**src/rtl/mux8_rr_arbiter_pkg.sv**
```systemverilog
// Shared widths, FSM state type and grant helper for the mux8 round-robin arbiter.
package mux8_arb_pkg;
  localparam int N_REQ  = 8;
  localparam int SEL_W  = 3;
  localparam int DATA_W = 3;

  typedef enum logic {IDLE, BUSY} state_t;

  function automatic logic [N_REQ-1:0] onehot(input logic [SEL_W-1:0] idx);
    return N_REQ'(1) << idx;
  endfunction
endpackage

```
**src/rtl/mux8_rr_arbiter_if.sv**
```systemverilog
// Request/data/output channel bundle between requesters and the arbiter.
interface mux8_rr_arbiter_if;
  import mux8_arb_pkg::*;

  logic [N_REQ-1:0]  req;
  logic [DATA_W-1:0] a, b, c, d, e, f, g, h;
  logic              out_ready;
  logic              out_valid;
  logic [DATA_W-1:0] out_data;
  logic [SEL_W-1:0]  sel;
  logic [N_REQ-1:0]  gnt;
  logic [N_REQ-1:0]  ack;
  logic              busy;

  modport slave (
    input  req, a, b, c, d, e, f, g, h, out_ready,
    output out_valid, out_data, sel, gnt, ack, busy
  );

  modport master (
    output req, a, b, c, d, e, f, g, h, out_ready,
    input  out_valid, out_data, sel, gnt, ack, busy
  );
endinterface

```
**src/rtl/mux8.sv**
```systemverilog
// Existing 8:1 datapath multiplexer, 3-bit words.
module mux8
  import mux8_arb_pkg::*;
(
  input  logic [DATA_W-1:0] a, b, c, d, e, f, g, h,
  input  logic [SEL_W-1:0]  sel,
  output logic [DATA_W-1:0] y
);
  always_comb begin
    case (sel)
      3'd0:    y = a;
      3'd1:    y = b;
      3'd2:    y = c;
      3'd3:    y = d;
      3'd4:    y = e;
      3'd5:    y = f;
      3'd6:    y = g;
      default: y = h;
    endcase
  end
endmodule

```
**src/rtl/mux8_rr_arbiter_rr_pick.sv**
```systemverilog
// Rotating-priority encoder: first set req bit at or after ptr, wrapping 7->0.
module rr_pick
  import mux8_arb_pkg::*;
(
  input  logic [N_REQ-1:0] req,
  input  logic [SEL_W-1:0] ptr,
  output logic             any,
  output logic [SEL_W-1:0] idx
);
  // Scan farthest offset first so the nearest set bit is the last to win.
  always_comb begin
    any = 1'b0;
    idx = ptr;
    for (int i = N_REQ - 1; i >= 0; i--) begin
      if (req[ptr + SEL_W'(i)]) begin
        any = 1'b1;
        idx = ptr + SEL_W'(i);
      end
    end
  end
endmodule

```
**src/rtl/mux8_rr_arbiter.sv**
```systemverilog
// Round-robin arbiter sharing mux8 between eight requesters, BURST beats per grant.
//   state | meaning
//   IDLE  | no grant held, out_valid low, sel keeps last winner
//   BUSY  | one requester granted, its word presented on out_data
module mux8_rr_arbiter
  import mux8_arb_pkg::*;
#(
  parameter int BURST = 1,
  parameter int CNT_W = 4
) (
  input  logic          clk,
  input  logic          rst,
  mux8_rr_arbiter_if.slave bus
);
  localparam logic [CNT_W:0] BURST_C = (CNT_W + 1)'(BURST);

  state_t             state;
  logic [SEL_W-1:0]   ptr;
  logic [SEL_W-1:0]   sel_q;
  logic [N_REQ-1:0]   gnt_q;
  logic               valid_q;
  logic [CNT_W-1:0]   beat_cnt;
  logic [SEL_W-1:0]   pick_ptr;
  logic [SEL_W-1:0]   win;
  logic               any;
  logic               xfer;
  logic               keep;

  assign xfer     = valid_q & bus.out_ready;
  // While busy the next scan starts just past the current owner, which is where ptr lands on rotation.
  assign pick_ptr = (state == BUSY) ? sel_q + SEL_W'(1) : ptr;
  assign keep     = bus.req[sel_q] && (({1'b0, beat_cnt} + 1'b1) < BURST_C);

  rr_pick u_pick (
    .req (bus.req),
    .ptr (pick_ptr),
    .any (any),
    .idx (win)
  );

  mux8 u_mux (
    .a   (bus.a),
    .b   (bus.b),
    .c   (bus.c),
    .d   (bus.d),
    .e   (bus.e),
    .f   (bus.f),
    .g   (bus.g),
    .h   (bus.h),
    .sel (sel_q),
    .y   (bus.out_data)
  );

  always_ff @(posedge clk) begin
    if (rst) begin
      state    <= IDLE;
      ptr      <= '0;
      sel_q    <= '0;
      gnt_q    <= '0;
      valid_q  <= 1'b0;
      beat_cnt <= '0;
    end else begin
      case (state)
        IDLE: begin
          if (any) begin
            sel_q    <= win;
            gnt_q    <= onehot(win);
            valid_q  <= 1'b1;
            beat_cnt <= '0;
            state    <= BUSY;
          end
        end
        BUSY: begin
          if (xfer) begin
            if (keep) begin
              beat_cnt <= beat_cnt + 1'b1;
            end else begin
              ptr <= pick_ptr;
              if (any) begin
                sel_q    <= win;
                gnt_q    <= onehot(win);
                beat_cnt <= '0;
              end else begin
                gnt_q   <= '0;
                valid_q <= 1'b0;
                state   <= IDLE;
              end
            end
          end
        end
        default: state <= IDLE;
      endcase
    end
  end

  assign bus.sel       = sel_q;
  assign bus.gnt       = gnt_q;
  assign bus.out_valid = valid_q;
  assign bus.ack       = gnt_q & {N_REQ{xfer}};
  assign bus.busy      = (state != IDLE);
endmodule
```
**src/flat_wrapper.sv**
```systemverilog
// flat-port wrapper written by rule: the top's interface ports become plain ports
module mux8_rr_arbiter_flat import mux8_arb_pkg::*;
#(
  parameter int BURST = 1,
  parameter int CNT_W = 4
)
  (clk, rst, bus_req, bus_a, bus_b, bus_c, bus_d, bus_e, bus_f, bus_g, bus_h, bus_out_ready, bus_out_valid, bus_out_data, bus_sel, bus_gnt, bus_ack, bus_busy);
  mux8_rr_arbiter_if bus_i ();
  input  logic clk;
  input  logic rst;
  input wire logic [$bits(bus_i.req)-1:0] bus_req;
  input wire logic [$bits(bus_i.a)-1:0] bus_a;
  input wire logic [$bits(bus_i.b)-1:0] bus_b;
  input wire logic [$bits(bus_i.c)-1:0] bus_c;
  input wire logic [$bits(bus_i.d)-1:0] bus_d;
  input wire logic [$bits(bus_i.e)-1:0] bus_e;
  input wire logic [$bits(bus_i.f)-1:0] bus_f;
  input wire logic [$bits(bus_i.g)-1:0] bus_g;
  input wire logic [$bits(bus_i.h)-1:0] bus_h;
  input wire logic [$bits(bus_i.out_ready)-1:0] bus_out_ready;
  output wire logic [$bits(bus_i.out_valid)-1:0] bus_out_valid;
  output wire logic [$bits(bus_i.out_data)-1:0] bus_out_data;
  output wire logic [$bits(bus_i.sel)-1:0] bus_sel;
  output wire logic [$bits(bus_i.gnt)-1:0] bus_gnt;
  output wire logic [$bits(bus_i.ack)-1:0] bus_ack;
  output wire logic [$bits(bus_i.busy)-1:0] bus_busy;
  assign bus_i.req = bus_req;
  assign bus_i.a = bus_a;
  assign bus_i.b = bus_b;
  assign bus_i.c = bus_c;
  assign bus_i.d = bus_d;
  assign bus_i.e = bus_e;
  assign bus_i.f = bus_f;
  assign bus_i.g = bus_g;
  assign bus_i.h = bus_h;
  assign bus_i.out_ready = bus_out_ready;
  assign bus_out_valid = bus_i.out_valid;
  assign bus_out_data = bus_i.out_data;
  assign bus_sel = bus_i.sel;
  assign bus_gnt = bus_i.gnt;
  assign bus_ack = bus_i.ack;
  assign bus_busy = bus_i.busy;
  mux8_rr_arbiter #(.BURST(BURST), .CNT_W(CNT_W)) u_core (.clk(clk), .rst(rst), .bus(bus_i));
endmodule
```
**config.mk**
```make
export PLATFORM = sky130hd
export DESIGN_NAME = mux8_rr_arbiter_flat
export DESIGN_NICKNAME = d
export VERILOG_FILES = /design/src/rtl/mux8_rr_arbiter_pkg.sv /design/src/rtl/mux8_rr_arbiter_if.sv /design/src/rtl/mux8.sv /design/src/rtl/mux8_rr_arbiter_rr_pick.sv /design/src/rtl/mux8_rr_arbiter.sv /design/src/flat_wrapper.sv
export SDC_FILE = /design/constraint.sdc
export NUM_CORES = 1
export LEC_CHECK = 0
export CAP_MARGIN = 20
export CORE_ASPECT_RATIO = 1.5
export CORE_MARGIN = 2
export CORE_UTILIZATION = 51
export CTS_BUF_LIST = sky130_fd_sc_hd__clkbuf_8
export DETAILED_ROUTE_END_ITERATION = 16
export GPL_TIMING_DRIVEN = 0
export PLACE_DENSITY = 0.91
export SETUP_SLACK_MARGIN = 0.05
export SLEW_MARGIN = 30
export SYNTH_ARGS = -nofsm -noshare
export SYNTH_HDL_FRONTEND = slang
export SYNTH_SLANG_ARGS = --single-unit
```
**constraint.sdc**
```tcl
create_clock -name clk -period 4.5 [get_ports clk]
set_input_delay 0.9 -clock clk [delete_from_list [all_inputs] [get_ports clk]]
set_output_delay 0.9 -clock clk [all_outputs]
set_load 0.05 [all_outputs]
```
==> metrics.log <==
INFO  metric die_h = 84.6 um
INFO  metric finalSetupViolations = 0
INFO  metric global_route.usage.total = 28.1%
INFO  metric netSwitchingFraction = 50.9%
INFO  metric period_share = 93.5%
INFO  metric io_buffers = 58
INFO  metric tritoncts.num_buffers = 3
INFO  metric area_of_the_die = 4880 um^2
INFO  metric ff2ff_path_depth = 14
INFO  metric worstSetupEndpointType = register
INFO  metric synth.cell_area = 2210 um^2
INFO  metric numClockSinks = 20
INFO  metric worst_clock_skew = 0.00259 ns
INFO  metric drt-wirelength-per-cell = 17.6 um
INFO  metric synth_edf_count = 0
INFO  metric rrSetupSlack = 0.29 ns
INFO  metric drv.max_cap_violation_count = 0
INFO  metric worst_setup_sp_type = register
INFO  metric detail-route-antenna-nets = 0
INFO  metric slew_of_the_pin_with_the_lowest_slew_margin = 0.881 ns
INFO  metric combinationalPowerShare = 74.0%
INFO  metric routed-via-count = 2,558
INFO  metric dp_hpwl = 5.24 mm
INFO  metric synthesized_nets = 325
INFO  metric unrepaired_setup_endpoints_after_global_routing = no
INFO  metric route.final.wire_length = 6.85 mm
INFO  metric clock_tree.buffer_depth = 2
INFO  metric worstPathArrival = 4.36 ns
INFO  metric dp_cells = 387
INFO  metric final_common_cell = sky130_fd_sc_hd__clkdlybuf4s50_1
INFO  metric clk_pin_slew_worst_setup_hold_paths = 0.08 ns
INFO  metric placement.cell_area = 2850 um^2
INFO  metric tritoncts = yes
INFO  metric worst_setup_path_startpoint = u_core.bus.sel[0]
INFO  metric core_region_area = 4210 um^2
INFO  metric initial_utilization = 52.5%
INFO  metric power.ir.vdd_worst = 0.000462 V
INFO  metric core.rowCount = 29
INFO  metric post-route-min-period = 4.21 ns
INFO  metric drt-initial-drc-count = 175
INFO  metric final.fill_count = 321
INFO  metric flow.area_growth_from_synthesis = 32.7%
INFO  metric postSynthRegisterBits = 20
INFO  metric rr_startpoint = u_core.bus.sel[0]
INFO  metric post_synth_num_cell_types = 66
INFO  metric r2r-end = u_core.bus.gnt[5]
INFO  metric routed_via_density = 6.56
INFO  metric drc = 0
INFO  metric finalWeightedCongestion = 0.967
INFO  metric ios = 59
INFO  metric timing.final.max_slew_violations = 0
INFO  metric power.density_cell_area = 555 nW/um^2
INFO  metric grt_first_pass_wirelength = 11.1 mm
INFO  metric power = 1.63 mW
INFO  metric first_pass_iters = 5
INFO  metric num-nets-final = 387
INFO  metric setup.worst_path.class = reg -> reg
INFO  metric clk-insertion-delay-late = 0.26 ns
INFO  metric seq_area_frac_synth = 18.1%
INFO  metric fin_area = 2930 um^2
INFO  metric run_status = finished clean
INFO  metric stdcell_count = 390
INFO  metric power_leakage = 1.12 nW
INFO  metric maximum_number_of_pins_on_one_net_before_global_route_repair = 13
INFO  metric timing.critical_path.to = u_core.bus.gnt[5]
INFO  metric grt.overflow.total = 0
INFO  metric min-delay-path-class = reg -> reg
INFO  metric postSynthCellCount = 283
INFO  metric post_cts_hold_buffer_count = 0
INFO  metric synthesis.area_per_instance = 7.80 um^2
INFO  metric power.net_switching = 0.827 mW
INFO  metric fin_tns_setup = 0 ns
INFO  metric antenna_found_initial = 0
INFO  metric internal = 0.799 mW
INFO  metric antenna_cells = 0
INFO  metric mostFrequentLayoutCells = 58 x sky130_fd_sc_hd__clkdlybuf4s50_1, 26 x sky130_fd_sc_hd__nor2_1, 22 x sky130_fd_sc_hd__nand2_1, 22 x sky130_fd_sc_hd__nand3_1, 20 x sky130_fd_sc_hd__dfxtp_1
INFO  metric ctsHtreeMaxLevel = 1
INFO  metric layout-drive-gt1-share = 13.4%
INFO  metric first_global_vias = 2,457
INFO  metric cts_root_buffer = sky130_fd_sc_hd__clkbuf_8
INFO  metric critical_path_required = 4.66 ns
INFO  metric hold_viol = 0
INFO  metric sequentialPowerShare = 14.9%
INFO  metric worstPathMaxFanout = 10
INFO  metric fp.dieW = 57.7 um
INFO  metric clock_power_share = 11.1%
INFO  metric final_util = 69.6%
INFO  metric ys_warn_count = 0
INFO  metric timing.max_slew.rel_slack = 41.2%
INFO  metric ys_async_rst_share = 0%
INFO  metric max_freq = 238 MHz
INFO  metric synth-main-ff-cell = sky130_fd_sc_hd__dfxtp_1
flip-flops by register name, summed over array words and instances, names as in the netlist:
register              count
u_core.bus.out_valid      1
u_core.bus.sel            3
u_core.bus.gnt            8
u_core.bus.busy           1
u_core.ptr                3
u_core.beat_cnt           4
cell usage after synthesis, drive strengths merged, types with 5 or more instances:
master  number  area, um^2
a22oi        7        52.6
nor3         5        25.0
nor2        28         115
o21ai       19        95.1
and3         5        31.3
and2         5        31.3
mux2i       13         143
buf          7        38.8
dfxtp       20         400
nand2       23        88.8
inv         15        56.3
a21oi       18         101
nand3       22         110
mux2         8        90.1
ha           7        87.6
timing repair:
item                                    in CTS  in global routing
endpoints found under the hold margin        0                  0
endpoints found under the setup margin       0                 13
buffers inserted                             0                  0
resized for setup                            0                  4
power groups by stage:
| stage | Sequential [mW] | Combinational (mW) | Clock [mW] |
|---|---|---|---|
| 2_1_floorplan | 0.342 | 0.760 | 0 |
| 3_3_place_gp | 0.244 | 1.14 | 0 |
| 3_5_place_dp | 0.245 | 1.16 | 0 |
| 4_1_cts | 0.242 | 1.17 | 0.178 |
| 5_1_grt | 0.247 | 1.28 | 0.188 |
| 6_report | 0.242 | 1.20 | 0.180 |
per-layer routing:
layer | track usage [%] | vias up | part of all wire [%]
met5 | 0 | - | 0
met4 | 12.3 | 0 | 3.3
met3 | 3.85 | 25 | 9.1
met2 | 53.5 | 167 | 53
met1 | 29.2 | 1164 | 34
li1 | - | 1202 | -
cell families after synthesis:
kind of cell	after synthesis	share of synthesized area (%)
AO/OA/AOI/OAI	85	27.4
XOR/XNOR	4	2.78
adder cells (fa/ha/maj)	7	3.97
buffers and inverters	26	4.99
flip-flops	20	18.1
multiplexers	25	14.6
AND/OR/NAND/NOR	116	28.2
worst max-delay path, cell delays in order (launching register included):
cell                       delay [ns]
sky130_fd_sc_hd__dfxtp_1         0.40
sky130_fd_sc_hd__buf_2           0.22
sky130_fd_sc_hd__inv_1           0.08
sky130_fd_sc_hd__ha_1            0.35
sky130_fd_sc_hd__mux2i_4         0.30
sky130_fd_sc_hd__inv_2           0.18
sky130_fd_sc_hd__clkbuf_1        0.26
sky130_fd_sc_hd__ha_2            0.31
sky130_fd_sc_hd__xnor2_4         0.23
sky130_fd_sc_hd__mux4_2          0.54
sky130_fd_sc_hd__nand4b_1        0.19
sky130_fd_sc_hd__nor4bb_4        0.10
sky130_fd_sc_hd__a21oi_4         0.22
sky130_fd_sc_hd__or3b_1          0.44
sky130_fd_sc_hd__o32ai_1         0.29
cell type report:
cell class,count,area [um^2],area share (%)
Buffer,10,50.0,1.71
Clock buffer,3,41.3,1.41
Clock inverter,1,30.0,1.02
Inverter,15,56.3,1.92
Multi-Input combinational cell,237,1720,58.5
Sequential cell,20,400,13.7
Tap cell,46,57.6,1.96
Timing Repair Buffer,58,581,19.8
worst min path at each step:
stage,endpoint,from,slack (ns),depth (start not counted)
finish,u_core.beat_cnt[3],u_core.beat_cnt[3],0.44,2
floorplan,u_core.beat_cnt[3],u_core.beat_cnt[3],0.41,2
global route,u_core.beat_cnt[3],u_core.beat_cnt[3],0.47,2
detailed placement,u_core.beat_cnt[3],u_core.beat_cnt[3],0.43,2
CTS,u_core.beat_cnt[3],u_core.beat_cnt[3],0.44,2
global placement,u_core.beat_cnt[3],u_core.beat_cnt[3],0.42,2
metrics by stage:
stage | hold slack (ns) | setup WS [ns]
after floorplan | 0.409 | 0.439
after global placement | 0.418 | 0.324
after detailed placement | 0.432 | 0.242
after CTS | 0.443 | 0.166
after global routing | 0.472 | 0.0734
final | 0.440 | 0.294
No activity file was read; power rests on OpenSTA's default activity.
